[config.mk]
export PLATFORM = sky130hd
export DESIGN_NAME = rotate_sequencer
export DESIGN_NICKNAME = d
export VERILOG_FILES = /design/src/rtl/rot_pkg.sv /design/src/rtl/rotate_step.sv /design/src/rtl/rotate_sequencer.sv
export SDC_FILE = /design/constraint.sdc
export NUM_CORES = 1
export LEC_CHECK = 0
export ABC_AREA = 1
export CELL_PAD_IN_SITES_DETAIL_PLACEMENT = 0
export CELL_PAD_IN_SITES_GLOBAL_PLACEMENT = 2
export CORE_MARGIN = 2
export CORE_UTILIZATION = 26
export CTS_BUF_LIST = sky130_fd_sc_hd__clkbuf_4 sky130_fd_sc_hd__clkbuf_8
export CTS_CLUSTER_SIZE = 14
export DETAILED_ROUTE_END_ITERATION = 12
export PLACE_DENSITY = 0.78
export REMOVE_ABC_BUFFERS = 1
export SETUP_SLACK_MARGIN = 0.02
export SLEW_MARGIN = 20
export SYNTH_ARGS = -nofsm -noshare
export SYNTH_HDL_FRONTEND = slang
export SYNTH_SLANG_ARGS = --single-unit
[constraint.sdc]
create_clock -name clk -period 1.3 [get_ports clk]
set_input_delay 0.26 -clock clk [delete_from_list [all_inputs] [get_ports clk]]
set_output_delay 0.26 -clock clk [all_outputs]
set_load 0.05 [all_outputs]
[src/rtl/rot_pkg.sv]
// ============================================================================
// Module   : rot_pkg
// Brief    : Shared types and constants for the rotate sequencer slice.
// Revision : 1.0 - initial release
// ============================================================================
`default_nettype none

package rot_pkg;

  localparam int WIDTH_DEF = 8;
  localparam int AMT_W_DEF = $clog2(WIDTH_DEF);

  localparam logic DIR_LEFT  = 1'b0;
  localparam logic DIR_RIGHT = 1'b1;

  typedef enum logic [1:0] {
    IDLE   = 2'd0,
    ROTATE = 2'd1,
    HOLD   = 2'd2
  } state_t;

endpackage : rot_pkg

`default_nettype wire

[src/rtl/rotate_step.sv]
// ============================================================================
// Module   : rotate_step
// Brief    : Combinational single-position rotator (left or right).
// Revision : 1.0 - initial release
// ============================================================================
`default_nettype none

module rotate_step
  import rot_pkg::*;
#(
  parameter int WIDTH = WIDTH_DEF
) (
  input  logic [WIDTH-1:0] data_i,
  input  logic             dir_i,
  output logic [WIDTH-1:0] data_o
);

  logic [WIDTH-1:0] w_left;
  logic [WIDTH-1:0] w_right;

  assign w_left  = {data_i[WIDTH-2:0], data_i[WIDTH-1]};
  assign w_right = {data_i[0], data_i[WIDTH-1:1]};
  assign data_o  = (dir_i == DIR_RIGHT) ? w_right : w_left;

endmodule : rotate_step

`default_nettype wire

[src/rtl/rotate_sequencer.sv]
// ============================================================================
// Module   : rotate_sequencer
// Brief    : Valid/ready command front-end rotating a word one bit per clock.
// Revision : 1.0 - initial release
// ============================================================================
`default_nettype none

module rotate_sequencer
  import rot_pkg::*;
#(
  parameter int WIDTH = WIDTH_DEF,
  parameter int AMT_W = $clog2(WIDTH)
) (
  input  logic             clk,
  input  logic             reset,
  input  logic             in_valid,
  output logic             in_ready,
  input  logic [WIDTH-1:0] in_data,
  input  logic [AMT_W-1:0] in_amount,
  input  logic             in_dir,
  output logic             out_valid,
  input  logic             out_ready,
  output logic [WIDTH-1:0] out_data,
  output logic             busy
);

  state_t           r_state;
  logic [WIDTH-1:0] r_data;
  logic [AMT_W-1:0] r_cnt;
  logic             r_dir;

  state_t           w_state_nxt;
  logic [WIDTH-1:0] w_data_nxt;
  logic [AMT_W-1:0] w_cnt_nxt;
  logic             w_dir_nxt;
  logic [WIDTH-1:0] w_step;
  logic             w_accept;

  rotate_step #(
    .WIDTH (WIDTH)
  ) u_rotate_step (
    .data_i (r_data),
    .dir_i  (r_dir),
    .data_o (w_step)
  );

  // Ready comes from registered state only; gated so nothing is taken in reset.
  assign in_ready  = reset && ((r_state == IDLE) || ((r_state == HOLD) && out_ready));
  assign w_accept  = in_valid && in_ready;
  assign out_valid = (r_state == HOLD);
  assign out_data  = r_data;
  assign busy      = (r_state != IDLE);

  always_comb begin
    w_state_nxt = r_state;
    w_data_nxt  = r_data;
    w_cnt_nxt   = r_cnt;
    w_dir_nxt   = r_dir;

    case (r_state)
      IDLE: begin
        if (w_accept) begin
          w_data_nxt  = in_data;
          w_cnt_nxt   = in_amount;
          w_dir_nxt   = in_dir;
          w_state_nxt = (in_amount != '0) ? ROTATE : HOLD;
        end
      end

      ROTATE: begin
        w_data_nxt = w_step;
        w_cnt_nxt  = r_cnt - AMT_W'(1);
        if (r_cnt == AMT_W'(1)) begin
          w_state_nxt = HOLD;
        end
      end

      HOLD: begin
        // A new command may ride in on the same edge the result leaves.
        if (w_accept) begin
          w_data_nxt  = in_data;
          w_cnt_nxt   = in_amount;
          w_dir_nxt   = in_dir;
          w_state_nxt = (in_amount != '0) ? ROTATE : HOLD;
        end else if (out_ready) begin
          w_state_nxt = IDLE;
        end
      end

      default: begin
        w_state_nxt = IDLE;
      end
    endcase
  end

  always_ff @(posedge clk or negedge reset) begin
    if (!reset) begin
      r_state <= IDLE;
      r_data  <= '0;
      r_cnt   <= '0;
      r_dir   <= DIR_LEFT;
    end else begin
      r_state <= w_state_nxt;
      r_data  <= w_data_nxt;
      r_cnt   <= w_cnt_nxt;
      r_dir   <= w_dir_nxt;
    end
  end

endmodule : rotate_sequencer

`default_nettype wire

# == Word level (Yosys, flattened, before mapping) ==
# Index checks and enable logic that the tools add are counted.
# totals
regBits,14
in_bits,16
output_inout_bits,11
# op_classes
add_sub_neg,1
eq_ne,7
mux,11
reduce_logical,12
# ops
operator,n
2-to-1 mux 8 bit,2
one-hot mux 8 bit (2 select lines),1
2-to-1 mux 2 bit,5
one-hot mux 2 bit (3 select lines),1
one-hot mux 3 bit (2 select lines),1
!= test 2 bit (second input constant),2
AND reduction 2 bit,2
nonzero test 2 bit,2
== test 3 x 1 -> 1 bit (second input constant),1
logical AND 1 bit,3
2-to-1 mux 3 bit,1
!= test 3 x 1 -> 1 bit (second input constant),1
AND reduction 3 bit,1
nonzero test 3 bit,1
subtractor 3 x 1 -> 3 bit (second input constant),1
== test 2 x 1 -> 1 bit (second input constant),1
== test 2 bit (second input constant),1
zero test 2 bit,1
!= test 2 x 1 -> 1 bit (second input constant),1
OR reduction 2 bit,1
logical OR 1 bit,1

# == Logic depth before layout (Yosys ltp) ==
# logic_depth
word_depth,7
depth_mapped,8

# == Modules after synthesis ==
# A second synthesis with hierarchy kept.
# unflattened
hier_cells,145
area_unflattened_um2,965.9
# modules_own_cells
module,n_inst,cells_per_inst,area_per_inst_um2,seq_area_each_um2
rotate_sequencer,1,119,860.8,350.3
rotate_step,1,26,105.1,0.0

# == Least setup slack after synthesis ==
# OpenSTA, ideal clock, no wires.
# synth_timing
kind,reg2out
start,reg r_state[0]
end,out out_valid
arrival_ps,1269
required_time_ps,1040
path_slack_ps,-229
path_stages_with_launch,3
path_cell_list,dfrtp_1 buf_2 nor2_1
# synth_via
elab_chain_cells,1
# synth_lines
item,line,rtl
start: declaration,rotate_sequencer.sv:27,state_t r_state;
start signal: assignment,rotate_sequencer.sv:103,r_state <= w_state_nxt;
== test 2 bit,rotate_sequencer.sv:50,assign out_valid = (r_state == HOLD);
end: declaration,rotate_sequencer.sv:21,"output logic out_valid,"
# Every way passes these cells.

# == Worst setup path after layout ==
# layout_timing
start,reg r_state[0]
end,out in_ready
# layout_via
elab_chain_cells,4
# layout_lines
item,line,rtl
== test 2 bit,rotate_sequencer.sv:48,assign in_ready = reset && ((r_state == IDLE) || ((r_state == HOLD) && out_ready));
logical AND 1 bit,rotate_sequencer.sv:48,
logical OR 1 bit (*),rotate_sequencer.sv:48,
logical AND 1 bit (*),rotate_sequencer.sv:48,
end: declaration,rotate_sequencer.sv:17,"output logic in_ready,"
# Every way passes the cells marked *; elsewhere a longest branch is shown, timed or not.

==> run summary <==
DIE AREA: 4050 um2
layout cells sized above 1: 0.324
Crit Path Class: flop to output pin
Worst-path clk slew: 100 ps
Core ar.: 3360 um2
Synth top area share: 0.379
Hold WS: 77.9 ps
root buffer cell: clkbuf_4
Critical Path Fanout Max: 5
Yosys top cell by area: dfrtp_1
Via density: 4.34
PwrDens: 2940 nW/um2
CP Launch Point: r_state[0]$_DFFE_PN0P_
Sink Count: 14
Rows: 21
port bufs: 26
Post-DP HPWL: 1810 um
# H-tree levels: 1
Gate Count Post-Synth: 132
worst rel slew slack: 0.802
die height: 63.6 um
failing checks: setup timing
initial core utilization: 0.275
fill count: 379
Ports: 27
fin crit period: 1410 ps
Startpoint Class: flop
first-pass GRT wire length: 4170 um
DRT iter0 DRCs: 19
CTS buffer count: 3
Leak Pwr: 0.781 nW
# nets final: 192
RSZ-0062 raised after global routing: true
CTS tree: built
Yosys reg bits: 14
antenna cells: 0
initial antenna violation count: 0
top cells by area, synth: dfrtp_1, nand2_1, o21ai_2, inv_1, nand3_1
commonest non-fill, non-tap cells in the layout: nand2_1, inv_1, clkdlybuf4s50_1, dfrtp_1, buf_12
IR drop worst, VDD: 877 uV
Remaining Overflow, GRT: 0
Pwr Total: 4.63 mW
DR WL/cell: 11.8 um
Avg Inst Size Synth: 7.00 um2
status: finished, violations left
DRT Pass-1 Iters: 4
post-route ant nets: 0
RD Place Congestion: 0.774
drt drc: 0
reg-to-reg startpoint: r_state[0]$_DFFE_PN0P_
P&R area growth vs syn: 70.6%
Total GRT Usage: 0.128
distinct cell type count after synthesis: 19
Seq/Total Area, Yosys: 0.379
commonest non-fill, non-tap cell in the layout: nand2_1
worst-margin pin slew: 296 ps
max cap viols: 0
Final Skew: 2.96 ps
final setup violation count: 13
clk_lat worst skew: 280 ps
clock tree buffer depth: 2
Post-Syn Area: 925 um2
Worst Path Required: 1040 ps
Max Freq: 708 MHz
routed via count: 950
max-slew violation count: 0
final worst slack: -113 ps
Hold Vio Cnt, Final: 0
die width: 63.6 um
vias in the first global route: 937
Worst setup EP type: output pin
post-route clock period utilization: 1.09
Ys Warns: 0
hold crit path type: primary input to async pin
Data arrival, critical path: 1150 ps
largest net degree at the start of global routing: 15
Routed WL: 2590 um
## logic make-up (layout without fill, tap and decap cells)
family	count (synthesis)	in the layout	synth area share
buffers and inverters	23	64	0.120
flip-flops	14	14	0.379
adder cells (fa/ha/maj)	2	2	0.0271
AND/OR/NAND/NOR	77	77	0.349
AO/OA/AOI/OAI	16	16	0.125
## per-layer routing
layer,part of all wire,vias to the layer above,routed length (um),GRT usage
met5,0,-,0,0
met4,0.0066,0,17,0.0326
met3,0.036,2,94,0.0268
met2,0.53,16,1370,0.232
met1,0.43,440,1110,0.153
li1,-,492,-,-
## sequential cells by signal (all words and copies together) (netlist names)
register  count
r_dir         1
out_data      8
r_state       2
r_cnt         3
## cell type report
| type | count | area [um2] | share of cell area |
|---|---|---|---|
| well taps | 46 | 57.6 | 0.0365 |
| multi-input cells | 95 | 510 | 0.324 |
| repair buffers | 42 | 552 | 0.350 |
| inverters | 18 | 70.1 | 0.0444 |
| flip-flops and latches | 14 | 352 | 0.223 |
| clock buffers | 4 | 36.3 | 0.0230 |
## critical path, stage by stage, from the launching register on
cell     delay, ps
dfrtp_2        480
nor2_4         110
and2_4         160
buf_12         130
## synthesized netlist by cell type
master / instances
nand2_1: 56
inv_1: 17
dfrtp_1: 14
nand3_1: 11
o21ai_2: 9
nor2_1: 5
buf_6: 3
a21oi_1: 2
buf_2: 2
ha_1: 2
o21ai_0: 2
o21ai_1: 2
and2_1: 1
inv_2: 1
nand2_4: 1
nand3_2: 1
nor2_2: 1
nor3_1: 1
o22ai_1: 1
## power breakdown
group          internal (mW)  total, mW  switching, mW
Clock                  0.170      0.324          0.154
Sequential             0.657      0.906          0.248
Combinational           1.63       3.40           1.77
## worst paths after layout
path / end / slack (ps) / cells after the start
hold / removal: out_data[3]$_DFFE_PN0P_ / 80 / 2
setup / recovery: in_ready / -110 / 3
setup reg to reg: out_data[6]$_DFFE_PN0P_ / -20 / 7
max in group asynchronous: r_state[0]$_DFFE_PN0P_ / 1030 / 2
hold reg to reg: r_cnt[1]$_DFFE_PN0P_ / 560 / 2
min in group clk: r_state[1]$_DFFE_PN0P_ / 510 / 5
## per-stage QoR
| stage | utilization | area (um2) | worst slack (ps) | cells | TNS [ps] |
|---|---|---|---|---|---|
| 2_1_floorplan | - | 881 | -172 | 127 | -473 |
| 3_3_place_gp | 0.414 | 1390 | -244 | 207 | -2630 |
| 3_5_place_dp | 0.414 | 1390 | -224 | 207 | -2680 |
| 4_1_cts | 0.436 | 1470 | -109 | 214 | -257 |
| 5_1_grt | 0.469 | 1580 | -160 | 219 | -1070 |
| 6_report | 0.469 | 1580 | -113 | 219 | -294 |
## timing repair
item	4_1_cts	5_1_grt
pin swaps	1	1
setup endpoints to repair	3	16
hold buffers	0	0
gates cloned	0	2
hold endpoints to repair	0	0
resized for setup	9	11
buffers inserted	3	3
No activity file was read; power rests on OpenSTA's default activity.
